<file path="config.mk">
export PLATFORM = sky130hd
export DESIGN_NAME = router_pkt_tx
export DESIGN_NICKNAME = d
export VERILOG_FILES = /design/src/rtl/router_pkg.sv /design/src/rtl/router_tx_buf.sv /design/src/rtl/router_pkt_tx.sv
export SDC_FILE = /design/constraint.sdc
export NUM_CORES = 1
export LEC_CHECK = 0
export CORE_UTILIZATION = 28
export CTS_CLUSTER_SIZE = 12
export DETAILED_ROUTE_END_ITERATION = 8
export GPL_ROUTABILITY_DRIVEN = 0
export SYNTH_ARGS = -nofsm -noshare
export SYNTH_HDL_FRONTEND = slang
export SYNTH_HIERARCHICAL = 1
export SYNTH_SLANG_ARGS = --single-unit
</file>
<file path="constraint.sdc">
create_clock -name clock -period 4 [get_ports clock]
set_input_delay 0.6 -clock clock [delete_from_list [all_inputs] [get_ports clock]]
set_output_delay 0.6 -clock clock [all_outputs]
set_load 0.005 [all_outputs]
</file>
<file path="src/rtl/router_pkg.sv">
// Shared types and constants for the router packet transmitter.
package router_pkg;

    localparam int unsigned ADDR_W = 2;
    localparam int unsigned LEN_W  = 6;
    localparam int unsigned DATA_W = 8;
    localparam logic [ADDR_W-1:0] ILLEGAL_ADDR = 2'd3;

    typedef enum logic [2:0] {
        StIdle,
        StLoad,
        StHeader,
        StPayload,
        StParity,
        StGap
    } tx_state_e;

    function automatic logic [DATA_W-1:0] make_header(input logic [LEN_W-1:0]  len,
                                                      input logic [ADDR_W-1:0] addr);
        return {len, addr};
    endfunction

endpackage

</file>
<file path="src/rtl/router_tx_buf.sv">
// Payload buffer: synchronous write, asynchronous read, with its own write/read pointers.
module router_tx_buf
    import router_pkg::*;
#(
    parameter int unsigned DEPTH = 64
) (
    input  logic              clock,
    input  logic              resetn,
    input  logic              wr_clr,
    input  logic              wr_en,
    input  logic [DATA_W-1:0] wr_data,
    input  logic              rd_clr,
    input  logic              rd_inc,
    output logic [LEN_W-1:0]  wr_ptr,
    output logic [LEN_W-1:0]  rd_ptr,
    output logic [DATA_W-1:0] rd_data
);

    logic [DATA_W-1:0] mem [DEPTH];

    always_ff @(posedge clock) begin
        if (wr_en) begin
            mem[wr_ptr] <= wr_data;
        end
    end

    always_ff @(posedge clock) begin
        if (!resetn || wr_clr) begin
            wr_ptr <= '0;
        end else if (wr_en) begin
            wr_ptr <= wr_ptr + LEN_W'(1);
        end
    end

    always_ff @(posedge clock) begin
        if (!resetn || rd_clr) begin
            rd_ptr <= '0;
        end else if (rd_inc) begin
            rd_ptr <= rd_ptr + LEN_W'(1);
        end
    end

    assign rd_data = mem[rd_ptr];

endmodule

</file>
<file path="src/rtl/router_pkt_tx.sv">
// Byte-serial packet source for the router input port: header, payload, parity.
// Optional corrupt-parity injection is enabled by defining ROUTER_TX_ERR_INJECT_EN.
module router_pkt_tx
    import router_pkg::*;
#(
    parameter int unsigned MAX_LEN = 63,
    parameter int unsigned GAP_CYC = 1
) (
    input  logic              clock,
    input  logic              resetn,
    input  logic              start,
    input  logic [ADDR_W-1:0] dest_addr,
    input  logic [LEN_W-1:0]  pay_len,
    input  logic [DATA_W-1:0] pl_data,
    input  logic              pl_valid,
    output logic              pl_ready,
    input  logic              busy,
    output logic [DATA_W-1:0] data_out,
    output logic              pkt_valid,
    output logic              tx_active,
    output logic              done,
    input  logic              err_inject
);

    localparam int unsigned GAP_W = (GAP_CYC > 1) ? $clog2(GAP_CYC) : 1;
    localparam logic [GAP_W-1:0] GAP_LAST = GAP_W'(GAP_CYC - 1);

    tx_state_e         state;
    logic [DATA_W-1:0] header;
    logic [DATA_W-1:0] acc;
    logic [DATA_W-1:0] acc_nxt;
    logic [DATA_W-1:0] par_mask;
    logic [GAP_W-1:0]  gap_cnt;
    logic [LEN_W-1:0]  hdr_len;
    logic [LEN_W-1:0]  wr_ptr;
    logic [LEN_W-1:0]  rd_ptr;
    logic [DATA_W-1:0] rd_data;
    logic              start_ok;
    logic              wr_en;
    logic              rd_inc;
    logic              last_wr;
    logic              last_pl;

    assign hdr_len  = header[DATA_W-1 -: LEN_W];
    assign start_ok = (state == StIdle) && start && (pay_len != '0) && (dest_addr != ILLEGAL_ADDR);
    assign wr_en    = (state == StLoad) && pl_valid && pl_ready;
    assign last_wr  = (wr_ptr == hdr_len - LEN_W'(1));
    // rd_ptr runs one ahead of data_out, so the last byte is on the wire when rd_ptr == length
    assign last_pl  = (rd_ptr == hdr_len);
    assign rd_inc   = !busy && ((state == StHeader) || ((state == StPayload) && !last_pl));
    assign acc_nxt  = acc ^ data_out;

`ifdef ROUTER_TX_ERR_INJECT_EN
    logic err_q;

    always_ff @(posedge clock) begin
        if (!resetn) begin
            err_q <= 1'b0;
        end else if (start_ok) begin
            err_q <= err_inject;
        end
    end

    assign par_mask = {{(DATA_W-1){1'b0}}, err_q};
`else
    logic unused_err_inject;
    assign unused_err_inject = err_inject;
    assign par_mask = '0;
`endif

    router_tx_buf #(
        .DEPTH (MAX_LEN + 1)
    ) u_buf (
        .clock   (clock),
        .resetn  (resetn),
        .wr_clr  (state == StIdle),
        .wr_en   (wr_en),
        .wr_data (pl_data),
        .rd_clr  (state == StLoad),
        .rd_inc  (rd_inc),
        .wr_ptr  (wr_ptr),
        .rd_ptr  (rd_ptr),
        .rd_data (rd_data)
    );

    always_ff @(posedge clock) begin
        if (!resetn) begin
            state     <= StIdle;
            data_out  <= '0;
            pkt_valid <= 1'b0;
            pl_ready  <= 1'b0;
            tx_active <= 1'b0;
            done      <= 1'b0;
            header    <= '0;
            acc       <= '0;
            gap_cnt   <= '0;
        end else begin
            done <= 1'b0;
            unique case (state)
                StIdle: begin
                    if (start_ok) begin
                        header    <= make_header(pay_len, dest_addr);
                        pl_ready  <= 1'b1;
                        tx_active <= 1'b1;
                        state     <= StLoad;
                    end
                end
                StLoad: begin
                    if (wr_en && last_wr) begin
                        pl_ready  <= 1'b0;
                        data_out  <= header;
                        pkt_valid <= 1'b1;
                        acc       <= header;
                        state     <= StHeader;
                    end
                end
                StHeader: begin
                    if (!busy) begin
                        data_out <= rd_data;
                        state    <= StPayload;
                    end
                end
                StPayload: begin
                    if (!busy) begin
                        acc <= acc_nxt;
                        if (last_pl) begin
                            data_out  <= acc_nxt ^ par_mask;
                            pkt_valid <= 1'b0;
                            state     <= StParity;
                        end else begin
                            data_out <= rd_data;
                        end
                    end
                end
                StParity: begin
                    if (!busy) begin
                        done     <= 1'b1;
                        data_out <= '0;
                        gap_cnt  <= '0;
                        state    <= StGap;
                    end
                end
                StGap: begin
                    if (gap_cnt == GAP_LAST) begin
                        tx_active <= 1'b0;
                        state     <= StIdle;
                    end else begin
                        gap_cnt <= gap_cnt + GAP_W'(1);
                    end
                end
                default: state <= StIdle;
            endcase
        end
    end

endmodule

</file>
==> metrics list <==
- By area, the combinational part of the netlist is dominated by multiplexers.
- In the final design database the tool counted 1,404 nets.
- Measured against its own limit, the worst slew margin works out to 19.7%.
- After layout, the minimum clock period comes to 3360 ps.
- Die boundary height: 287 um
* Root buffer selected by CTS: sky130_fd_sc_hd__clkbuf_16
- Pre-CTS setup slack: 614 ps
- After floorplanning, the core was divided into 104 placement rows.
- H-tree depth: 2
- Counting instances in the post-synthesis netlist gives the leading cell types as sky130_fd_sc_hd__edfxtp_1, sky130_fd_sc_hd__mux4_2, sky130_fd_sc_hd__nor2_1.
- DRC marker count from the first detailed-route iteration: 1,128
* Portion of synthesized cell area occupied by the leading cell type: 67.7%
* Iteration count of the initial detailed-routing pass: 5
- The repair_antennas step left the layout with diodes totalling 0.
- TritonCTS built the clock tree.
- Switching Fraction: 19.8%
* Starting density of the core: 28.2%
* Remaining routing DRC violations: 0
* Fin Setup TNS: 0 ps
- Result of the run: completed
- After Yosys synthesis, full adders, half adders and majority gates account for 0.165% of the synthesized area.
- Synthesized instance count: 1,282
- Of the post-synthesis cell area, the part taken by muxes is 14.2%.
* Post-layout worst setup margin: 640 ps
* Post-detailed-routing wire length: 52,300 um
* Later-pin clock latency in the skew report: 600 ps
* Share of total power in the clock network: 41.2%
- The number of nets in the synthesized netlist is 1,307.
* Maximum vdd ir drop: 0.000317 V
- Average vias per placed instance: 4.89
- The count of buffers added on input and output ports is 32.
* Via count of the first global-routing pass: 12,200
* Die Width: 287 um
* Largest net degree at the start of global routing: 65
* Largest incremental delay on the critical path: 820 ps
- Number of ports placed on the die boundary: 34
- Synth warnings: 6
- In this run the deepest clock path goes through 3 buffers.
* WS Path Type: reg -> reg
- Post-synth top area cell: sky130_fd_sc_hd__edfxtp_1
* Number of flip-flops and latches in the synthesized netlist: 561
* RSZ-0062 raised after global routing: no
* CTS resizes: 0
- Int Power: 9.09 mW
- The number of clock buffers added by TritonCTS is 55.
- Data arrival time of the worst path: 3840 ps
* Worst hold slack across all endpoints: 476 ps
* Cell Area, Synth: 0.0227 mm2
- The tightest min-delay check is of the reg -> reg type.
- Largest cells by area after synthesis: sky130_fd_sc_hd__edfxtp_1, sky130_fd_sc_hd__mux4_2, sky130_fd_sc_hd__dfxtp_1, sky130_fd_sc_hd__nor2_1, sky130_fd_sc_hd__mux2i_1
- The area growth from synthesis to layout is 15.2%.
- Counting every sink on the clock net gives 561.
- Worst clock skew: 20.4 ps
* Sequential cell area fraction in the yosys report: 72.1%
* Critical path buffer and inverter count: 1
- Core utilization of the finished layout: 32.5%
* Number of buffers inserted by hold repair at cts: 0
- The largest individual stage delay along the critical path comes from the cell sky130_fd_sc_hd__dfxtp_4.
* Dominant cell by count in the synthesized netlist: sky130_fd_sc_hd__edfxtp_1
- Number of hold violations in the final report: 0
- Family with the most delay on the worst path: compound AO/OA/AOI/OAI gates
- Final slew viol count: 0
- Leakage: 7.95 nW
- Most common cell type on the critical path: sky130_fd_sc_hd__o21ai_0
* Initial antenna violation count: 0
- Upper clock frequency limit: 298 MHz
- In this run the power density over the cells is 433 mW/mm2.
* Core footprint: 0.0804 mm2
* HPWL after detailed placement: 32,700 um
- For the pin with the worst max-slew slack, the measured transition is 1210 ps.
- Critical Path, Cell by Cell: buf_12 > mux4_2 > o22a_1 > o2111ai_1 > o41ai_1 > nor2b_1 > o21ai_0 > o21ai_0 > nand2_1 > o21ai_0 > o22a_1
- Once the clock tree was built, the setup fixing pass inserted 0 buffers.
* Overall routing resource usage: 12.7%
- After clock tree synthesis, the clock-pin slew on the worst setup and hold paths is 60 ps.
* Avg Synthesized Cell Area: 17.7 um2
* Share of flip-flops with an asynchronous set or reset after synthesis: 0%
* Share of cells above drive strength 1: 20.9%
- Final setup viols: 0
- Post-route clock period utilization: 84.0%
* Element type at the critical path end: register
- Post-synth EDFFs: 512
- In the synthesized netlist the dominant register cell turns out to be sky130_fd_sc_hd__edfxtp_1.
- Compound-Gate Fraction of Synth Area: 4.71%
* Sequential share of power: 56.7%
* Distinct cell type count of the synthesized netlist: 57
* Total via count after detailed routing: 12,100
* Antenna viol nets, final: 0
- CP Data Required Time: 4480 ps
- Wire length of the first global-routing pass: 77,900 um
- Of all nets on the critical path, the largest fanout is 37.
- Gr ovfl total: 0
* Comb pwr share: 2.1%
* Xor/xnor cell area share of the yosys netlist: 0.810%
- The analysis attributes to net switching a power of 2.24 mW.
- After Yosys synthesis, and, or, nand and nor cells account for 6.05% of the synthesized area.
* Number of maximum-capacitance violations: 0
- Startpoint Class: register
- Die ar.: 0.0822 mm2
- After detailed routing, the average wire length per cell comes to 21.2 um.
## final timing paths
kind	endpoint	start	cells past startpoint	slack, ps
hold / removal	pl_ready	pl_ready	2	480
setup / recovery	data_out[1]	register	11	640
setup reg to reg	data_out[1]	register	11	640
hold reg to reg	pl_ready	pl_ready	2	480
## cells in the final DEF (no fill, tap or decap), types with 12 or more instances in the layout
cell type and instances:
sky130_fd_sc_hd__nor2b_1 12, sky130_fd_sc_hd__clkbuf_1 15, sky130_fd_sc_hd__mux2_2 12, sky130_fd_sc_hd__o22ai_1 24, sky130_fd_sc_hd__o21ai_0 36, sky130_fd_sc_hd__edfxtp_1 512, sky130_fd_sc_hd__clkdlybuf4s50_1 24, sky130_fd_sc_hd__nor2_1 103
sky130_fd_sc_hd__buf_4 75, sky130_fd_sc_hd__nand2b_1 25, sky130_fd_sc_hd__nand4_1 12, sky130_fd_sc_hd__mux2i_1 34, sky130_fd_sc_hd__dfxtp_1 46, sky130_fd_sc_hd__a22oi_1 16, sky130_fd_sc_hd__nand2_1 80, sky130_fd_sc_hd__nand3_1 14
sky130_fd_sc_hd__a21oi_1 15, sky130_fd_sc_hd__mux4_2 111, sky130_fd_sc_hd__clkbuf_16 56
## tightest hold or removal path: stages (launching register included)
cell	delay, ps
sky130_fd_sc_hd__dfxtp_1	320
sky130_fd_sc_hd__inv_1	50
sky130_fd_sc_hd__a211oi_1	50
## power by group through the flow
stage / clock (mW) / combinational [mW] / sequential (mW)
after CTS: 4.78 / 0.239 / 6.42
after global routing: 4.98 / 0.260 / 6.42
final: 4.67 / 0.235 / 6.43
after detailed placement: 0 / 0.238 / 6.55
after global placement: 0 / 0.227 / 6.55
after floorplan: 0 / 0.109 / 6.53
## flip-flops by register name, summed over array words and instances, names as in the netlist, named ones only
| signal | cells |
|---|---|
| data_out | 8 |
| u_buf/mem | 512 |
| acc | 8 |
| done | 1 |
| header | 8 |
| pl_ready | 1 |
| u_buf/rd_ptr | 6 |
| state | 3 |
| u_buf/wr_ptr | 6 |
| pkt_valid | 1 |
| tx_active | 1 |
## final cells by class
| type | instances | area [um2] |
|---|---|---|
| clock buffer | 73 | 1480 |
| clock inverter | 11 | 93.8 |
| fill | 7697 | 54300 |
| inverter | 8 | 30.0 |
| multi-input combinational | 640 | 5890 |
| sequential | 561 | 16400 |
| tap | 1060 | 1330 |
| timing repair buffer | 113 | 963 |
## cell families after synthesis
| group | after synthesis |
|---|---|
| and+or+nand+nor | 294 |
| DFF | 561 |
| xor gates and xnor gates | 21 |
| AOI/OAI and AO/OA | 155 |
| muxes | 167 |
| buffers and inverters | 81 |
| adders and majority gates | 3 |
## layer usage
metal / vias up / wire length [um] / track usage (%)
met5: - / 0 / 0
met4: 0 / 1100 / 3.41
met3: 69 / 3280 / 2.15
met2: 404 / 25200 / 20.9
met1: 6251 / 22700 / 17.3
li1: 5327 / - / -
## per-stage QoR
step	instance area [um2]	cells	power, mW
2_1_floorplan	22700	1282	6.64
3_3_place_gp	24600	2382	6.77
3_5_place_dp	24600	2382	6.79
4_1_cts	26100	2466	11.4
5_1_grt	26100	2466	11.7
6_report	26100	2466	11.3
Power figures use the tool's default switching activity.
